==> src/rtl/alu_pkg.sv <==
// Shared types for the serial bit-slice ALU arbiter.
// Op codes, FSM states and the default datapath width.
package alu_pkg;

    localparam int WIDTH_DEF = 8;

    typedef enum logic [1:0] {
        OP_XOR = 2'b00,
        OP_NOR = 2'b01,
        OP_OR  = 2'b10,
        OP_AND = 2'b11
    } op_e;

    typedef enum logic [1:0] {
        ST_IDLE = 2'b00,
        ST_RUN  = 2'b01,
        ST_DONE = 2'b10
    } state_e;

endpackage

==> src/rtl/alu_serial_arbiter_alu.sv <==
// 1-bit ALU cell: evaluates one operand bit pair per cycle.
// Purely combinational; the caller walks it across the word.
module alu_serial_arbiter_alu
    import alu_pkg::*;
(
    input  logic a,
    input  logic b,
    input  op_e  op,
    output logic y
);

    always_comb begin
        y = 1'b0;
        unique case (1'b1)
            (op == OP_XOR): y = a ^ b;
            (op == OP_NOR): y = ~(a | b);
            (op == OP_OR):  y = a | b;
            (op == OP_AND): y = a & b;
            default:        y = 1'b0;
        endcase
    end

endmodule

==> src/rtl/alu_serial_arbiter.sv <==
// Two-requester round-robin front end for a bit-serial ALU.
// One operation in flight; result held until the consumer takes it.
module alu_serial_arbiter
    import alu_pkg::*;
#(
    parameter int WIDTH = WIDTH_DEF
) (
    input  logic             i_clk,
    input  logic             i_rst_n,
    input  logic [1:0]       i_req_valid,
    output logic [1:0]       o_req_ready,
    input  logic [WIDTH-1:0] i_a0,
    input  logic [WIDTH-1:0] i_b0,
    input  logic [WIDTH-1:0] i_a1,
    input  logic [WIDTH-1:0] i_b1,
    input  logic [1:0]       i_control0,
    input  logic [1:0]       i_control1,
    output logic             o_res_valid,
    input  logic             i_res_ready,
    output logic [WIDTH-1:0] o_res,
    output logic             o_res_id,
    output logic             o_busy
);

    localparam int CW = $clog2(WIDTH);
    localparam logic [CW-1:0] LAST = CW'(WIDTH - 1);

    state_e          state_q;
    state_e          state_d;
    logic [CW-1:0]   cnt;
    logic [WIDTH-1:0] a_q;
    logic [WIDTH-1:0] b_q;
    logic [WIDTH-1:0] res_q;
    op_e             op_q;
    logic            id_q;
    logic            last_q;
    logic            win;
    logic            accept;
    logic            alu_y;

    // Contention goes to whoever was not granted last time.
    assign win = (i_req_valid == 2'b11) ? ~last_q
                                        : i_req_valid[1];

    always_comb begin
        state_d     = state_q;
        o_req_ready = 2'b00;
        accept      = 1'b0;
        unique case (state_q)
            ST_IDLE: begin
                if (i_rst_n && (|i_req_valid)) begin
                    o_req_ready = win ? 2'b10 : 2'b01;
                    accept      = 1'b1;
                    state_d     = ST_RUN;
                end
            end
            ST_RUN: begin
                if (cnt == LAST) state_d = ST_DONE;
            end
            ST_DONE: begin
                if (i_res_ready) state_d = ST_IDLE;
            end
            default: state_d = ST_IDLE;
        endcase
    end

    always_ff @(posedge i_clk or negedge i_rst_n) begin
        if (!i_rst_n) state_q <= ST_IDLE;
        else          state_q <= state_d;
    end

    always_ff @(posedge i_clk or negedge i_rst_n) begin
        if (!i_rst_n) begin
            a_q    <= '0;
            b_q    <= '0;
            res_q  <= '0;
            op_q   <= OP_XOR;
            id_q   <= 1'b0;
            last_q <= 1'b1;
            cnt    <= '0;
        end else if (accept) begin
            a_q    <= win ? i_a1 : i_a0;
            b_q    <= win ? i_b1 : i_b0;
            op_q   <= op_e'(win ? i_control1 : i_control0);
            id_q   <= win;
            last_q <= win;
            cnt    <= '0;
        end else if (state_q == ST_RUN) begin
            res_q[cnt] <= alu_y;
            if (cnt != LAST) cnt <= cnt + 1'b1;
        end
    end

    alu_serial_arbiter_alu u_alu (
        .a  (a_q[cnt]),
        .b  (b_q[cnt]),
        .op (op_q),
        .y  (alu_y)
    );

    assign o_res_valid = (state_q == ST_DONE);
    assign o_res       = res_q;
    assign o_res_id    = id_q;
    assign o_busy      = (state_q != ST_IDLE);

endmodule

==> config.mk <==
export PLATFORM = sky130hd
export DESIGN_NAME = alu_serial_arbiter
export DESIGN_NICKNAME = d
export VERILOG_FILES = /design/src/rtl/alu_pkg.sv /design/src/rtl/alu_serial_arbiter_alu.sv /design/src/rtl/alu_serial_arbiter.sv
export SDC_FILE = /design/constraint.sdc
export NUM_CORES = 1
export LEC_CHECK = 0
export ABC_AREA = 1
export BUFFER_PORTS_ARGS = -buffer_cell sky130_fd_sc_hd__buf_2
export CORE_MARGIN = 2
export CORE_UTILIZATION = 52
export DETAILED_ROUTE_END_ITERATION = 10
export PLACE_DENSITY = 0.8
export REMOVE_ABC_BUFFERS = 1
export SKIP_LAST_GASP = 1
export SLEW_MARGIN = 20
export SYNTH_ARGS = -nofsm -noshare
export SYNTH_HDL_FRONTEND = slang
export SYNTH_SLANG_ARGS = --single-unit
==> constraint.sdc <==
create_clock -name i_clk -period 2 [get_ports i_clk]
set_input_delay 0.1 -clock i_clk [delete_from_list [all_inputs] [get_ports i_clk]]
set_output_delay 0.1 -clock i_clk [all_outputs]
set_load 0.02 [all_outputs]
==> impl_results.md, run 1 <==
* Period utilization at 89.4%
* Worst slew pin tran at 401 ps
* DIE HEIGHT at 65.1 um
* Sum of negative setup slack at 0 ps
* Area growth syn-to-layout at 18.8%
* Total GRT Usage at 19.8%
* Most area-consuming cells after synthesis: sky130_fd_sc_hd__dfrtp_1 (41%), sky130_fd_sc_hd__nand2_1 (32%), sky130_fd_sc_hd__nand3_1 (4.9%)
* Port bufs at 53
* Design Area, Final at 2300 um^2
* Core Rows at 22
* Number of global-route vias before repair at 1590
* Worst Setup Start Kind: flip-flop
* Number of max-cap violations at 0
* Setup Slack @ Placement at 127 ps
* Area of the mapped netlist at 1940 um^2
* Unrepaired setup endpoints after global routing: no
* Overflow after GRT at 0
* Routed length on met2 at 1.58 mm
* First-pass GRT wire length at 6.67 mm
* Register-to-Register Setup Slack at 210 ps
* Horizontal extent of the die at 65.1 um
* Reported leakage power at 1.36 nW
* Final core area utilization at 63.4%
* Clock buffers created by TritonCTS at 5
* Sequential fraction of the synthesis area at 42.7%
* Most frequent cells after synthesis: sky130_fd_sc_hd__nand2_1 (165), sky130_fd_sc_hd__dfrtp_1 (32), sky130_fd_sc_hd__nand3_1 (19)
* Final number of setup-violating endpoints at 0
* Count of synthesis-stage warnings from yosys at 0
* Crit path cell chain: inv_2, nand2_1, nand2_1, nand2_1, nand2_1, nand2_1, nand2_2, inv_2, ha_1, nand2_1, nand3_2, nand3_1, nand2_1
* Number of flops mapped to enable cells by yosys at 0
* Minimum period implied by the final worst setup slack at 1790 ps
* Post-DR vias/cell at 4.55
* Unique cell type count in the Yosys netlist at 18
* Filler cell count at 361
* Post-route ant nets at 0
* Number of top-level pins at 54
* Placeable core area at 3630 um^2
* Via total after detailed routing at 1756
* Cell taking the most area after synthesis: sky130_fd_sc_hd__dfrtp_1
* Area post-placement at 2190 um^2
* Slowest library cell on the worst path: sky130_fd_sc_hd__dfrtp_1
* Endpoint required time on the critical path at 2170 ps
* Reg2Reg Launch Point: cnt[0]
* CTS H-tree depth at 2
* Clock latency on the worst-skew pair at 280 ps
* Detailed Routing Iterations Pass 1 at 4
* Register bit total from synthesis at 33
* Crit end category: flip-flop
* Clock Tree Root: sky130_fd_sc_hd__clkbuf_8
* Final Routed Wirelength at 3.60 mm
* Most common flop cell mapped by yosys: sky130_fd_sc_hd__dfrtp_1
* Fin nets at 382
* Clock tree from TritonCTS: done
* Share of post-route cells with drive strength above 1 at 24.6%
* Mean instance size in the synthesized netlist at 6.87 um^2
* Maximum resistive drop on vdd at 0.000500 V
* Buffer levels on the longest clock path at 2
* Number of sinks handled by clock tree synthesis at 33
* Crit path capture: o_res[3]
* Post-synthesis async set-or-reset flop share at 100%
* Initial antenna violation count at 0
* Arrival time at the worst endpoint at 1960 ps
* Worst-case headroom to the max-slew limit at 73.3%
* Wire length per cell at 9.32 um
* Metal3 WL at 185 um
* Detailed Route Iter0 Violations at 68
* Clock-pin transition on the worst setup and hold timing paths at 60 ps
* Max Transition Viols Final at 0
* Worst clock skew at 4.19 ps
* Cell repeated most along the worst path: sky130_fd_sc_hd__nand2_1
* Yosys top cell area share at 41.3%
* Die footprint at 4230 um^2
* Worst Slack Setup Final at 211 ps
* Critical Setup Path Class: flip-flop to flip-flop
* Post-CTS setup repair buffer count at 0
* Startpoint of the most critical setup path: cnt[0]
* Pin count of the biggest net entering global routing at 34
* Slowest cell delay on critical path at 380 ps
* Count of unresolved DRC violations after routing at 0
* Highest routing layer actually used: met4
* Detail Placement HPWL at 2.69 mm
* FF-to-FF End: o_res[3]
* Outcome: finished clean
* Most numerous cell in the Yosys netlist: sky130_fd_sc_hd__nand2_1
* Diodes inserted at 0
* Max frequency at 559 MHz
* Final Hold Vio Count at 0
* Number of cell instances on the worst register-to-register path at 13
* M1 wire length at 1.79 mm
* Initial Utilization at 53.3%
* Hold WC Path Type: primary input to flip-flop
* Pwr Density at 1420 nW/um^2
* CP max FO at 14
* Global placer's final weighted congestion at 0.812
* Post-synthesis cell count at 282
-- through the flow --
| stage | power [mW] | instances | hold slack (ps) |
|---|---|---|---|
| after floorplan | 2.34 | 270 | -196 |
| after global placement | 2.74 | 376 | 169 |
| after detailed placement | 2.79 | 376 | 172 |
| after CTS | 3.27 | 386 | 94.7 |
| after global routing | 3.63 | 386 | 119 |
| final | 3.26 | 386 | 99.3 |
-- power breakdown --
group / internal (mW) / total [mW] / switching (mW)
sequential: 0.976 / 1.16 / 0.183
clock: 0.247 / 0.465 / 0.218
combinational: 0.583 / 1.64 / 1.06
total: 1.81 / 3.26 / 1.46
-- critical path: cells and delay by family, from the launching register on --
family / cells / cell delay, ps
buffers and inverters: 2 / 210
adders and majority gates: 1 / 280
and+or+nand+nor: 10 / 800
DFF: 1 / 380
-- placed cells by master, fill, tap and decap left out --
cell type / count
sky130_fd_sc_hd__inv_1: 6
sky130_fd_sc_hd__buf_4: 5
sky130_fd_sc_hd__inv_2: 9
sky130_fd_sc_hd__nand2_2: 4
sky130_fd_sc_hd__a21oi_1: 3
sky130_fd_sc_hd__nor2_2: 2
sky130_fd_sc_hd__nand2_1: 165
sky130_fd_sc_hd__nor3b_1: 1
sky130_fd_sc_hd__dfrtp_1: 32
sky130_fd_sc_hd__nor2_1: 9
sky130_fd_sc_hd__nor2_4: 2
sky130_fd_sc_hd__clkbuf_8: 5
sky130_fd_sc_hd__dlygate4sd3_1: 2
sky130_fd_sc_hd__o21ai_1: 11
sky130_fd_sc_hd__nand3_1: 18
sky130_fd_sc_hd__ha_1: 4
sky130_fd_sc_hd__dfstp_2: 1
sky130_fd_sc_hd__nand3_2: 1
sky130_fd_sc_hd__clkbuf_1: 3
sky130_fd_sc_hd__o22ai_1: 1
sky130_fd_sc_hd__o21ai_2: 1
sky130_fd_sc_hd__buf_2: 53
-- sequential cells by signal, indices dropped and copies added, names as in the netlist --
signal	count
o_res	8
last_q	1
a_q	8
o_res_id	1
op_q	2
state_q	2
b_q	8
cnt	3
-- metal layers --
metal	GRT usage (%)	vias to the layer above
met4	7.29	0
met2	30.7	42
li1	-	977
met3	4.34	6
met1	27.4	731
met5	0	-
-- worst min-delay path by stage --
stage                            end  cells past startpoint    start  slack [ps]
after floorplan               a_q[0]                      0  i_rst_n        -200
after detailed placement    o_res[4]                      2  i_rst_n         170
final                         b_q[1]                      5  i_b1[1]         100
after CTS                     b_q[5]                      5  i_b1[5]          90
after global routing          b_q[7]                      5  i_b1[7]         120
after global placement    state_q[1]                      2  i_rst_n         170
-- what timing repair did --
action                                  CTS  global route
endpoints found under the setup margin    0             8
hold buffers                              2             0
endpoints found under the hold margin    33             0
gates resized for setup                   0             2
-- kinds of logic after synthesis --
family | Yosys count | share of synthesized area, %
adder cells (fa/ha/maj) | 4 | 2.58
flip-flops | 33 | 42.7
AO/OA/AOI/OAI | 16 | 4.20
AND/OR/NAND/NOR | 202 | 42.1
buffers and inverters | 27 | 8.46
-- cell type report --
cell class / instances / area (um^2) / share of cell area, %
repair buffers: 60 / 323 / 14.0
inverters: 15 / 56.3 / 2.45
well taps: 48 / 60.1 / 2.61
clock buffers: 8 / 80.1 / 3.48
multi-input cells: 222 / 956 / 41.5
flip-flops and latches: 33 / 827 / 35.9
(Power assumes the default switching activity.)
==> run 2, diff against run 1 <==
--- a/config.mk
+++ b/config.mk
@@ -10,6 +10,7 @@
 export CORE_MARGIN = 2
 export CORE_UTILIZATION = 52
 export DETAILED_ROUTE_END_ITERATION = 10
+export GPL_TIMING_DRIVEN = 0
 export PLACE_DENSITY = 0.8
 export REMOVE_ABC_BUFFERS = 1
 export SKIP_LAST_GASP = 1
==> impl_results.md, run 2 (synthesized netlist as in run 1, its figures left out) <==
* Clock latency on the worst-skew pair at 290 ps
* Fraction of power consumed by combinational cells at 50.4%
* Most heavily used metal layer in global routing: met2
* Final number of setup-violating endpoints at 0
* Die footprint at 4230 um^2
* Crit path cell chain: inv_6, nand2_1, nand2_1, nand2_1, nand2_1, nand2_1, nand2_2, inv_2, ha_1, nand2_1, nand3_4, nand3_1, nand2_1
* Slowest cell delay on critical path at 480 ps
* Count of unresolved DRC violations after routing at 0
* Worst clock skew at 9.65 ps
* Endpoint with the worst hold slack: b_q[7]
* Number of top-level pins at 54
* Max frequency at 549 MHz
* Reported leakage power at 1.37 nW
* Hold WC Path Type: primary input to flip-flop
* Critical Setup Path Class: flip-flop to flip-flop
* Leading cell type in the layout, fill and taps excluded: sky130_fd_sc_hd__nand2_1
* Number of placed instances, taps included at 371
* Reported net switching power at 1.56 mW
* Endpoint required time on the critical path at 2170 ps
* Placeable core area at 3630 um^2
* Slowest library cell on the worst path: sky130_fd_sc_hd__dfrtp_2
* Detail Placement HPWL at 2.70 mm
* Internal power at 1.89 mW
* FF-to-FF End: o_res[3]
* Pwr Density at 1460 nW/um^2
* Final Hold Vio Count at 0
* Period utilization at 91.1%
* Via total after detailed routing at 1863
* Start point of the worst min-delay path: i_b1[7]
* Reg2Reg Launch Point: cnt[0]
* Net switching share of the total power at 45.2%
* Core Rows at 22
* Arrival time at the worst endpoint at 1990 ps
* Clock buffers created by TritonCTS at 5
* Clk pwr share at 14.8%
* Minimum period implied by the final worst setup slack at 1820 ps
* Horizontal extent of the die at 65.1 um
* Port bufs at 53
* Cell repeated most along the worst path: sky130_fd_sc_hd__nand2_1
* Number of global-route vias before repair at 1581
* CP max FO at 14
* Max Transition Viols Final at 0
* Unrepaired setup endpoints after global routing: yes
* Family with the most delay on the worst path: simple AND/OR/NAND/NOR gates
* Number of max-cap violations at 0
* Fin nets at 382
* M2 GR Usage at 34.5%
* Area growth syn-to-layout at 21.6%
* Total GRT Usage at 20.9%
* Worst Setup Start Kind: flip-flop
* Met3 global-route usage at 5.73%
* Post-DR vias/cell at 4.83
* Wire length per cell at 10.8 um
* Clock Tree Root: sky130_fd_sc_hd__clkbuf_8
* Initial Utilization at 53.3%
* Worst-case headroom to the max-slew limit at 60.8%
* Detailed Route Iter0 Violations at 69
* Maximum resistive drop on vdd at 0.000571 V
* Register-to-Register Setup Slack at 180 ps
* Worst slew pin tran at 587 ps
* Overflow after GRT at 0
* Met1 demand-to-capacity share in global routing at 27.0%
* Final Routed Wirelength at 4.16 mm
* Global placer's final weighted congestion at 0.770
* Sequential fraction of design power at 34.8%
* CTS H-tree depth at 2
* Clock tree from TritonCTS: done
* Outcome: finished clean
* Pin count of the biggest net entering global routing at 33
* Diodes inserted at 0
* Detailed Routing Iterations Pass 1 at 4
* Post-route ant nets at 0
* First-pass GRT wire length at 6.87 mm
* Non-filler instance count after layout at 386
* Highest-count cells in the layout ignoring fill and taps: sky130_fd_sc_hd__nand2_1 (165), sky130_fd_sc_hd__buf_2 (52), sky130_fd_sc_hd__dfrtp_1 (31)
* Clock-pin transition on the worst setup and hold timing paths at 70 ps
* Critical path buffer and inverter count at 2
* Number of sinks handled by clock tree synthesis at 33
* Share of post-route cells with drive strength above 1 at 25.1%
* Number of cell instances on the worst register-to-register path at 13
* DIE HEIGHT at 65.1 um
* Filler cell count at 350
* Cells on Worst Hold Path at 5
* Total design power at 3.45 mW
* Crit end category: flip-flop
* Buffer levels on the longest clock path at 2
* Initial antenna violation count at 0
## run 2: tightest hold or removal path: stages
cell	delay, ps
sky130_fd_sc_hd__buf_2	70
sky130_fd_sc_hd__nand2_1	40
sky130_fd_sc_hd__nand2_1	50
sky130_fd_sc_hd__nand2_1	40
sky130_fd_sc_hd__nand2_1	40
## run 2: per-stage QoR
step                worst slack (ps)  setup TNS (ps)  hold WS [ps]  util [%]  area, um^2
floorplan                        159               0          -196         -        1830
global placement                -157           -1320           197      59.3        2160
detailed placement              -191           -1850           205      59.3        2160
CTS                             22.7               0          97.0      63.3        2300
global route                   -14.1           -14.1           121      64.9        2360
finish                           178               0          98.2      64.9        2360
## run 2: timing repair
item,in CTS,in global routing
resized for setup,5,3
pin swaps,1,1
gates cloned,0,1
hold buffers,3,0
setup endpoints to repair,9,10
endpoints found under the hold margin,33,0
buffers inserted,0,3
## run 2: layout make-up
| class | count | area [um^2] | area share (%) |
|---|---|---|---|
| Inverter | 15 | 61.3 | 2.60 |
| Tap cell | 48 | 60.1 | 2.55 |
| Timing Repair Buffer | 59 | 343 | 14.5 |
| Multi-Input combinational cell | 223 | 975 | 41.3 |
| Clock buffer | 8 | 90.1 | 3.82 |
| Sequential cell | 33 | 828 | 35.1 |
## run 2: how the worst max path moves through the flow
stage	startpoint	end	slack, ps	depth (start not counted)
floorplan	cnt[0]	o_res[0]	160	13
global placement	cnt[0]	o_res[6]	-160	13
detailed placement	cnt[0]	o_res[0]	-190	13
CTS	state_q[1]	o_req_ready[0]	20	6
global route	cnt[0]	o_res[0]	-10	12
finish	cnt[0]	o_res[3]	180	13
## run 2: power groups by stage
stage	Sequential [mW]	Clock [mW]	Combinational (mW)
6_report	1.20	0.510	1.74
5_1_grt	1.25	0.560	1.99
4_1_cts	1.22	0.520	1.59
3_5_place_dp	1.22	0	1.54
3_3_place_gp	1.20	0	1.49
2_1_floorplan	1.26	0	1.08
## run 2: per-layer routing
metal | vias up | wire length (um)
met5 | - | 0
met3 | 8 | 221
met4 | 0 | 55
li1 | 978 | -
met2 | 57 | 2060
met1 | 820 | 1820
